===== config.mk =====
export PLATFORM = sky130hd
export DESIGN_NAME = uart_rx_fifo_flat
export DESIGN_NICKNAME = d
export VERILOG_FILES = /design/src/rtl/uart_rx_fifo_if.sv /design/src/rtl/uart_rx_fifo.sv /design/src/flat_wrapper.sv
export SDC_FILE = /design/constraint.sdc
export NUM_CORES = 1
export LEC_CHECK = 0
export ABC_CLOCK_PERIOD_IN_PS = 6200
export BUFFER_PORTS_ARGS = -buffer_cell sky130_fd_sc_hd__buf_2
export CORE_MARGIN = 4
export CORE_UTILIZATION = 30
export DETAILED_ROUTE_END_ITERATION = 8
export HOLD_SLACK_MARGIN = 0.1
export REMOVE_ABC_BUFFERS = 1
export SYNTH_ARGS = -nofsm -noshare
export SYNTH_HDL_FRONTEND = slang
export SYNTH_SLANG_ARGS = --single-unit
export TNS_END_PERCENT = 30

===== constraint.sdc =====
create_clock -name clk -period 6.2 [get_ports clk]
set_input_delay 0.31 -clock clk [delete_from_list [all_inputs] [get_ports clk]]
set_output_delay 0.31 -clock clk [all_outputs]
set_load 0.01 [all_outputs]

===== src/rtl/uart_rx_fifo_if.sv =====
// Host-side register bus of the UART receiver FIFO.
//   rd, clr            : host -> receiver (pop head entry, flush FIFO and OVF)
//   data/PERR/FERR/BRK : head entry, zero when the FIFO is empty
//   RXRDY, OVF, count  : FIFO non-empty, sticky drop flag, entries held
interface uart_rx_fifo_if #(
    parameter int DEPTH = 4
);
    localparam int CW = $clog2(DEPTH) + 1;

    logic          rd;
    logic          clr;
    logic [7:0]    data;
    logic          PERR;
    logic          FERR;
    logic          BRK;
    logic          RXRDY;
    logic          OVF;
    logic [CW-1:0] count;

    modport master (output rd, clr, input data, PERR, FERR, BRK, RXRDY, OVF, count);
    modport slave  (input rd, clr, output data, PERR, FERR, BRK, RXRDY, OVF, count);
endinterface


===== src/rtl/uart_rx_fifo.sv =====
// UART receiver with a first-word-fall-through receive FIFO.
// Deserialises 7/8-bit frames with optional even/odd parity and one stop bit,
// using a 3-sample majority vote at each bit centre, and queues each byte with
// its PERR/FERR/BRK flags in a DEPTH-entry FIFO.
//   clk, rst              : clock, asynchronous active-low reset
//   k                     : clocks per bit (4..2^KW-1)
//   eight/parity_en/ohel  : frame format (8 data bits, parity present, odd parity)
//   rx                    : asynchronous serial line, idle high
//   host                  : host bus (pop/flush in, head entry and status out)
module uart_rx_fifo #(
    parameter int KW    = 19,
    parameter int DEPTH = 4
) (
    input  logic          clk,
    input  logic          rst,
    input  logic [KW-1:0] k,
    input  logic          eight,
    input  logic          parity_en,
    input  logic          ohel,
    input  logic          rx,
    uart_rx_fifo_if.slave host
);
    localparam int            AW   = $clog2(DEPTH);
    localparam int            CW   = AW + 1;
    localparam logic [CW-1:0] FULL = CW'(DEPTH);

    typedef enum logic [2:0] {S_IDLE, S_START, S_DATA, S_PAR, S_STOP, S_WAIT_HI} state_t;

    typedef struct packed {
        logic       brk;
        logic       ferr;
        logic       perr;
        logic [7:0] data;
    } entry_t;

    // ---------------- synchroniser and majority vote ----------------
    logic       s1, s2;
    logic [2:0] hist;
    logic       vote;

    always_ff @(posedge clk or negedge rst) begin
        if (!rst) begin
            s1   <= 1'b1;
            s2   <= 1'b1;
            hist <= 3'b111;
        end else begin
            s1   <= rx;
            s2   <= s1;
            hist <= {hist[1:0], s2};
        end
    end

    assign vote = (hist[0] & hist[1]) | (hist[0] & hist[2]) | (hist[1] & hist[2]);

    // ---------------- bit-time counter ----------------
    state_t        state, state_nx;
    logic [KW-1:0] bcnt;
    logic [KW-1:0] half_m1, full_m1;
    logic          tick;

    assign half_m1 = (k >> 1) - KW'(1);
    assign full_m1 = k - KW'(1);
    // Compare with >= so a k reduced mid-frame still ticks promptly
    // instead of wrapping the whole counter range.
    assign tick = (state == S_START) ? (bcnt >= half_m1) : (bcnt >= full_m1);

    always_ff @(posedge clk or negedge rst) begin
        if (!rst)
            bcnt <= '0;
        else if (state == S_IDLE || state == S_WAIT_HI || tick)
            bcnt <= '0;
        else
            bcnt <= bcnt + KW'(1);
    end

    // ---------------- receive datapath ----------------
    logic [2:0] nbit;
    logic [7:0] shreg;
    logic       parbit;
    logic       last_bit;
    logic [7:0] rx_byte;
    entry_t     ent;

    always_ff @(posedge clk or negedge rst) begin
        if (!rst) begin
            nbit   <= '0;
            shreg  <= '0;
            parbit <= 1'b0;
        end else begin
            if (state == S_START)
                nbit <= '0;
            else if (state == S_DATA && tick) begin
                shreg <= {vote, shreg[7:1]};
                nbit  <= nbit + 3'd1;
            end
            if (state == S_PAR && tick)
                parbit <= vote;
        end
    end

    assign last_bit = nbit >= (eight ? 3'd7 : 3'd6);
    // In 7-bit mode the byte has only been shifted 7 places, so it sits in [7:1].
    assign rx_byte  = eight ? shreg : {1'b0, shreg[7:1]};

    // Entry is assembled while the stop-bit vote is live on the stop tick.
    always_comb begin
        ent.data = rx_byte;
        ent.perr = parity_en & (parbit != ((^rx_byte) ^ ohel));
        ent.ferr = ~vote;
        ent.brk  = (rx_byte == 8'h00) & ~(parity_en & parbit) & ~vote;
    end

    // ---------------- receive FSM ----------------
    logic push;

    always_ff @(posedge clk or negedge rst) begin
        if (!rst) state <= S_IDLE;
        else      state <= state_nx;
    end

    always_comb begin
        state_nx = state;
        push     = 1'b0;
        case (state)
            S_IDLE:    if (!s2) state_nx = S_START;
            S_START:   if (tick) state_nx = vote ? S_IDLE : S_DATA;
            S_DATA:    if (tick && last_bit) state_nx = parity_en ? S_PAR : S_STOP;
            S_PAR:     if (tick) state_nx = S_STOP;
            S_STOP: begin
                if (tick) begin
                    push     = 1'b1;
                    state_nx = ent.brk ? S_WAIT_HI : S_IDLE;
                end
            end
            S_WAIT_HI: if (s2) state_nx = S_IDLE;
            default:   state_nx = S_IDLE;
        endcase
    end

    // ---------------- FIFO ----------------
    entry_t        mem [DEPTH];
    logic [AW-1:0] wp, rp;
    logic [CW-1:0] cnt;
    logic          ovf;
    logic          full, do_pop, do_push;
    entry_t        head;

    assign full    = (cnt == FULL);
    assign do_pop  = host.rd && (cnt != '0);
    // A pop in the same cycle frees the slot, so a push at full still lands.
    assign do_push = push && !host.clr && (!full || do_pop);

    always_ff @(posedge clk or negedge rst) begin
        if (!rst) begin
            wp  <= '0;
            rp  <= '0;
            cnt <= '0;
            ovf <= 1'b0;
        end else if (host.clr) begin
            wp  <= '0;
            rp  <= '0;
            cnt <= '0;
            ovf <= 1'b0;
        end else begin
            if (do_pop)  rp <= rp + AW'(1);
            if (do_push) wp <= wp + AW'(1);
            case ({do_push, do_pop})
                2'b10:   cnt <= cnt + CW'(1);
                2'b01:   cnt <= cnt - CW'(1);
                default: ;
            endcase
            if (push && full && !do_pop) ovf <= 1'b1;
        end
    end

    always_ff @(posedge clk) begin
        if (do_push) mem[wp] <= ent;
    end

    assign head       = mem[rp];
    assign host.data  = (cnt != '0) ? head.data : 8'h00;
    assign host.PERR  = (cnt != '0) & head.perr;
    assign host.FERR  = (cnt != '0) & head.ferr;
    assign host.BRK   = (cnt != '0) & head.brk;
    assign host.RXRDY = (cnt != '0);
    assign host.OVF   = ovf;
    assign host.count = cnt;
endmodule

===== src/flat_wrapper.sv =====
// flat-port wrapper written by rule: the top's interface ports become plain ports
module uart_rx_fifo_flat 
#(
    parameter int KW    = 19,
    parameter int DEPTH = 4
)
  (clk, rst, k, eight, parity_en, ohel, rx, host_rd, host_clr, host_data, host_PERR, host_FERR, host_BRK, host_RXRDY, host_OVF, host_count);
  uart_rx_fifo_if #(.DEPTH(DEPTH)) host_i ();
  input  logic clk;
  input  logic rst;
  input  logic [KW-1:0] k;
  input  logic eight;
  input  logic parity_en;
  input  logic ohel;
  input  logic rx;
  input wire logic [$bits(host_i.rd)-1:0] host_rd;
  input wire logic [$bits(host_i.clr)-1:0] host_clr;
  output wire logic [$bits(host_i.data)-1:0] host_data;
  output wire logic [$bits(host_i.PERR)-1:0] host_PERR;
  output wire logic [$bits(host_i.FERR)-1:0] host_FERR;
  output wire logic [$bits(host_i.BRK)-1:0] host_BRK;
  output wire logic [$bits(host_i.RXRDY)-1:0] host_RXRDY;
  output wire logic [$bits(host_i.OVF)-1:0] host_OVF;
  output wire logic [$bits(host_i.count)-1:0] host_count;
  assign host_i.rd = host_rd;
  assign host_i.clr = host_clr;
  assign host_data = host_i.data;
  assign host_PERR = host_i.PERR;
  assign host_FERR = host_i.FERR;
  assign host_BRK = host_i.BRK;
  assign host_RXRDY = host_i.RXRDY;
  assign host_OVF = host_i.OVF;
  assign host_count = host_i.count;
  uart_rx_fifo #(.KW(KW), .DEPTH(DEPTH)) u_core (.clk(clk), .rst(rst), .k(k), .eight(eight), .parity_en(parity_en), .ohel(ohel), .rx(rx), .host(host_i));
endmodule

== Yosys cells after proc, flatten, opt, wreduce, memory -nomap -nowiden ==
Memory sizes are Yosys's and may differ from the RTL's.
Index checks and enable logic that the tools add are counted.

* Register bits after elaboration: 47
* Latch bits: 0
* Memory bits (writable): 44
* Memory bits (read-only): 0
* Input bits: 27
* Output and inout bits: 16
* Word-level logic and storage cells: 109
* Memories: 1

* Add/subtract/negate cells: 8
* $mul: 0
* Div/mod/pow operators: 0
* $lt $le $gt $ge: 3
* Eq/ne operators: 15
* Shift-type cells: 0
* Mux-type cells: 29
* Bitwise gates (word level): 16
* Reductions and logical operators: 25

{| class="wikitable"
|+ Memory list
! name !! depth !! bits a word !! read ports !! clocked after memory_dff !! wr ports !! RTL line !! text
|-
| u_core.mem || 4 || 11 || 1 || 0 || 1 || uart_rx_fifo.sv:141 || <nowiki>entry_t mem [DEPTH];</nowiki>
|}

{| class="wikitable"
|+ Operators with widths
! operator !! count
|-
| 19-bit greater-or-equal comparator || 2
|-
| 3-bit two-way mux || 11
|-
| 19-bit by 1-bit adder with 19-bit output (second input constant) || 1
|-
| 19-bit two-way mux || 1
|-
| 18-bit by 1-bit subtractor with 19-bit output (second input constant) || 1
|-
| 19-bit by 1-bit subtractor with 19-bit output (second input constant) || 1
|-
| 3-bit one-hot mux with 6 select lines || 1
|-
| 8-bit two-way mux || 2
|-
| 1-bit AND || 10
|-
| 2-bit two-way mux || 5
|-
| 3-bit == test (second input constant) || 3
|-
| 1-bit logical AND || 8
|-
| 8-bit zero test || 1
|-
| 1-bit two-way mux || 8
|-
| 2-bit by 1-bit != test with 1-bit output (second input constant) || 4
|-
| 2-bit nonzero test || 4
|-
| 8-bit XOR reduction || 1
|-
| 3-bit by 1-bit adder with 3-bit output (second input constant) || 2
|-
| 3-bit by 2-bit == test with 1-bit output (second input constant) || 2
|-
| 3-bit one-hot mux with 2 select lines || 1
|-
| 6-bit AND reduction || 1
|-
| 3-bit nonzero test || 2
|-
| 2-bit by 1-bit adder with 2-bit output (second input constant) || 2
|-
| 2-bit != test (second input constant) || 2
|-
| 13 further kinds || 20
|}

== Depth between registers and ports, before layout ==
* Depth in word-level cells: 10
* Depth in mapped cells: 25
* Mapped depth without buffers: 23

== Worst setup path before layout ==
Ideal clock, no wire load.

* Path type: input to register
* Start point: input port k[1]
* End point: register u_core.cnt[2], in the netlist u_core.host.count[2]
* Library setup time: 0.082 ns
* Arrival: 4.873 ns
* Required time: 6.118 ns
* Setup slack: 1.245 ns
* Stages: 22
* Buffers on the path: 2
* Path through: inv_1 -> ha_1 -> nand2b_4 -> or4_4 -> buf_6 -> nand2b_4 -> nand2b_4 -> or3_4 -> or3_4 -> nor2_1 -> xnor2_1 -> ha_1 -> and3_1 -> a22oi_1 -> nand4b_1 -> o211ai_1 -> clkbuf_1 -> o21bai_1 -> fa_1 -> or3_1 -> a21o_1 -> a31oi_1

* Cells in the longest elaborated chain, start to end: 10
* Elaborated cells on any way between the ends: 14
* Classes of those cells: add/sub (2); order compare (2); eq/ne (2); mux (5); reduce/logical (3)

{| class="wikitable"
|+ Ends and longest elaborated chain
! element !! RTL line !! text
|-
| start, declared || flat_wrapper.sv:11 || <nowiki>input logic [KW-1:0] k;</nowiki>
|-
| 19-bit by 1-bit subtractor with 19-bit output / 18-bit by 1-bit subtractor with 19-bit output (equally long branches) || uart_rx_fifo.sv:62, uart_rx_fifo.sv:61 ||
|-
| 19-bit greater-or-equal comparator || uart_rx_fifo.sv:65 || <nowiki>assign tick = (state == S_START) ? (bcnt >= half_m1) : (bcnt >= full_m1);</nowiki>
|-
| 1-bit two-way mux * || uart_rx_fifo.sv:65 ||
|-
| 1-bit two-way mux * || uart_rx_fifo.sv:130 || <nowiki>if (tick) begin</nowiki>
|-
| 1-bit two-way mux * || uart_rx_fifo.sv:124 || <nowiki>case (state)</nowiki>
|-
| 1-bit logical AND * (2 in a row) || uart_rx_fifo.sv:151 || <nowiki>assign do_push = push && !host.clr && (!full || do_pop);</nowiki>
|-
| 2-bit by 1-bit == test with 1-bit output / 2-bit == test (equally long branches) || uart_rx_fifo.sv:167 || <nowiki>case ({do_push, do_pop})</nowiki>
|-
| 3-bit one-hot mux with 2 select lines || uart_rx_fifo.sv:167 ||
|-
| 3-bit two-way mux || uart_rx_fifo.sv:159 || <nowiki>end else if (host.clr) begin</nowiki>
|-
| end signal, assigned || uart_rx_fifo.sv:168 || <nowiki>2'b10: cnt <= cnt + CW'(1);</nowiki>
|-
| end signal, assigned || uart_rx_fifo.sv:169 || <nowiki>2'b01: cnt <= cnt - CW'(1);</nowiki>
|-
| end, declared || uart_rx_fifo.sv:143 || <nowiki>logic [CW-1:0] cnt;</nowiki>
|}

Every way passes the cells marked *; elsewhere a longest branch is shown, timed or not.
A chain may end at the register's enable or synchronous reset.

== Final worst setup path ==
* Start point: input port k[1]
* End point: register u_core.cnt[1], in the netlist u_core.host.count[1]

Same word-level chain as after synthesis.

==> out/metrics.cfg <==
[sta]
fin_crit_ps=4870
period_share_pct=78.6
tns_ps=0
setup_ws_ps=1330
slew_viol_final=0
setup_viol=0
max_freq_mhz=205
rsz0062_at_grt=no
tightest_slew_ps=1110
relSlewSlack_pct=25.8
hold_viol=0
fin_skew_ps=10.0

[power]
leakagePower_nw=2.72
finalPower_mw=1.64
power_density_nw_per_um2=259
ir_drop_mv=0.175

[finish]
layout-drive-gt1-share_pct=15.0
diodes=0
nets=627
syn_to_final_growth_pct=12.8
fin_area_um2=6330
fillCellCount=1803

[routing]
drc=0
antenna_left=0
num_vias=3830
drtPass1Iterations=4
vias_per_cell=4.90
wl_per_cell_um=14.5
dr.first_iter.drc_count=172
finalWirelength_um=11400

[critical_path]
crit_chain=buf_2 -> inv_1 -> ha_1 -> nand2b_4 -> or4_4 -> nand2b_4 -> nand2b_4 -> or3_4 -> or3_4 -> nor2_1 -> xnor2_1 -> ha_1 -> and3_1 -> nand2_1 -> nor3_1 -> o31a_1 -> o211ai_1 -> buf_4 -> o21bai_1 -> fa_1 -> inv_1 -> o21ai_0 -> a2111oi_0
crit_fanout=11
max_stage_delay_ps=460
start_kind=input port
path_class=in -> reg
critPathTopFamily=simple AND/OR/NAND/NOR gates
cp.arrival_ps=5080
crit_buf_inv=4
worstSetupStartpoint=k[1]
cp-end-kind=flip-flop
r2r_start=u_core.bcnt[0]$_DFF_PN0_
crit_path_frequent_cell=nand2b_4
required_ps=6400
cp_slowest_cell=or4_4

[die]
coreArea_um2=18200
initial_core_util_pct=30.8
rows=49
die_w_um=145
die_h_um=145
ios=43
die_area_um2=21000

[synthesis]
yosysSeqAreaShare_pct=44.6
synth_cells=510
syn_avg_cell_area_um2=11.0
syn_area_um2=5620
ys_ff_latch=91
ys_types=56
synthFlopType=edfxtp_1
synth_edf_count=44
synthArstFlopShare_pct=51.6
synth_warnings=0

[placed_design]
place_area_um2=6050
hpwlAfterDp_um=8780
gp_congestion=0.844
io_buffers=42
dp_slack_ps=971

[global_routing]
grt_remaining_overflow=0
grt_max_degree=48
grt_pass1_wl_um=19200
antenna_found_initial=0
grt_util_all_layers_pct=11.5
grt_pass1_vias=3914

[clock_tree]
clock_latency_ps=340
cts_max_level=3
cts_tree=built
clk_pin_slew_worst_paths_ps=60
cts_buffers=9
clock_sinks=91
clk_path_buf_depth=2
clockRootBuffer=clkbuf_16

[outcome]
status=completed

[flow_run]
cap_violations=0

[min_path]
hp-class=in -> async

==> cell families (layout without fill, tap and decap cells) <==
kind of cell | after synthesis | count (layout) | synth area share, %
DFF | 91 | 91 | 44.6
muxes | 34 | 34 | 8.75
AOI/OAI and AO/OA | 59 | 59 | 6.77
xor gates and xnor gates | 60 | 60 | 9.36
and+or+nand+nor | 167 | 167 | 15.3
buffers and inverters | 46 | 89 | 3.36
adders and majority gates | 53 | 53 | 11.9
==> cell usage in the layout, fill, tap and decap left out, types with 2 or more instances in the layout <==
| cell type | Yosys | layout |
|---|---|---|
| nor2_1 | 51 | 51 |
| o211ai_1 | 6 | 6 |
| nand2_1 | 35 | 35 |
| a31oi_1 | 3 | 3 |
| o21bai_1 | 2 | 2 |
| nor3_1 | 9 | 9 |
| a211o_1 | 2 | 2 |
| nor2b_1 | 3 | 3 |
| nor4_1 | 4 | 4 |
| dfrtp_1 | 42 | 42 |
| and2_1 | 16 | 16 |
| clkbuf_16 | 0 | 9 |
| or3_4 | 2 | 2 |
| a21o_1 | 4 | 4 |
| mux2i_1 | 12 | 12 |
| nand3_1 | 18 | 18 |
| or3_1 | 5 | 5 |
| ha_1 | 51 | 51 |
| clkinvlp_4 | 0 | 2 |
| a21oi_1 | 20 | 20 |
| mux2_1 | 11 | 11 |
| xor2_1 | 26 | 26 |
| edfxtp_1 | 44 | 44 |
| nand2b_4 | 3 | 3 |
| and3_1 | 7 | 7 |
| o21ai_0 | 7 | 7 |
| nand4_1 | 4 | 4 |
| buf_4 | 0 | 3 |
| mux4_2 | 11 | 11 |
| inv_1 | 27 | 27 |
| xnor2_1 | 34 | 34 |
| dfstp_2 | 5 | 5 |
| nand2b_1 | 2 | 2 |
| a211oi_1 | 2 | 2 |
| buf_2 | 1 | 42 |
| a2111oi_0 | 2 | 2 |
==> what timing repair did <==
action / CTS / global route
hold buffers: 1 / 0
endpoints found under the hold margin: 1 / 0
setup buffers: 0 / 0
gates resized for setup: 0 / 0
==> final cells by class <==
type                       instances  area, um2  area share, %
inverter                          27        101           1.60
timing repair buffer              46        243           3.83
tap                              229        287           4.52
clock buffer                      10        229           3.62
multi-input combinational        373       2930           46.2
clock inverter                     6       41.3          0.652
sequential                        91       2500           39.5
==> worst reg2reg max path: cells and delay by family (launching register included) <==
family | cells | cell delay (ps)
compound gates | 6 | 1380
fa+ha+maj | 2 | 720
buf+inv | 3 | 390
flops | 1 | 420
simple gates | 2 | 190
==> metrics by stage <==
| stage | instances | util, % | hold slack (ps) |
|---|---|---|---|
| finish | 782 | 34.8 | 178 |
| global route | 782 | 34.8 | 285 |
| CTS | 782 | 34.8 | 230 |
| detailed placement | 765 | 33.2 | 347 |
| global placement | 765 | 33.2 | 349 |
| floorplan | 491 | - | 14.4 |
==> path summary, 6_finish.rpt <==
check	end	slack [ps]	cells after the start
max in group asynchronous	u_core.bcnt[17]$_DFF_PN0_	5320	1
min reg2reg	u_core.s2$_DFF_PN1_	360	0
max reg2reg	u_core.host.count[1]$_DFFE_PN0P_	2970	13
max	u_core.host.count[1]$_DFFE_PN0P_	1330	23
min	u_core.rp[1]$_DFFE_PN0P_	180	1
min in group clk	u_core.host.count[2]$_DFFE_PN0P_	290	2
==> cell usage after synthesis, drive strengths merged (2+ instances only) <==
master	number	area share, %
a2111oi	2	0.31
a211o	2	0.31
a211oi	2	0.27
a21o	4	0.53
a21oi	20	1.8
a31oi	3	0.33
and2	16	1.8
and3	7	0.78
buf	6	0.69
clkbuf	13	0.87
dfrtp	42	19
dfstp	5	2.3
edfxtp	44	24
ha	51	11
inv	27	1.8
mux2	11	2.2
mux2i	12	2.1
mux4	11	4.4
nand2	35	2.3
nand2b	5	0.96
nand3	18	1.6
nand4	4	0.45
nor2	51	3.4
nor2b	3	0.33
nor3	9	0.80
nor4	5	0.82
o211ai	6	0.80
o21ai	8	0.71
o21bai	2	0.27
o31ai	2	0.27
or3	7	0.96
or4	2	0.33
xnor2	34	5.3
xor2	26	4.1
==> layer usage <==
| metal | wire length, um | track usage (%) |
|---|---|---|
| met1 | 5350 | 14.9 |
| met2 | 5400 | 19.4 |
| met3 | 505 | 2.73 |
| met4 | 100 | 2.70 |
| met5 | 0 | 0 |
==> sequential cells by signal, summed over array words and instances, names as in the netlist <==
signal and count:
u_core.wp 2, u_core.shreg 8, u_core.bcnt 19, u_core.nbit 3
u_core.rp 2, u_core.host.OVF 1, u_core.mem 44, u_core.s2 1
u_core.state 3, u_core.host.count 3, u_core.s1 1, u_core.hist 3
u_core.parbit 1
==> power breakdown <==
group	switching, mW	leakage (nW)	total [mW]	internal (mW)
Clock	0.227	0.127	0.499	0.272
Combinational	0.234	1.56	0.394	0.160
Sequential	0.0529	1.03	0.748	0.695
Total	0.514	2.72	1.64	1.13
(Power assumes the default switching activity.)
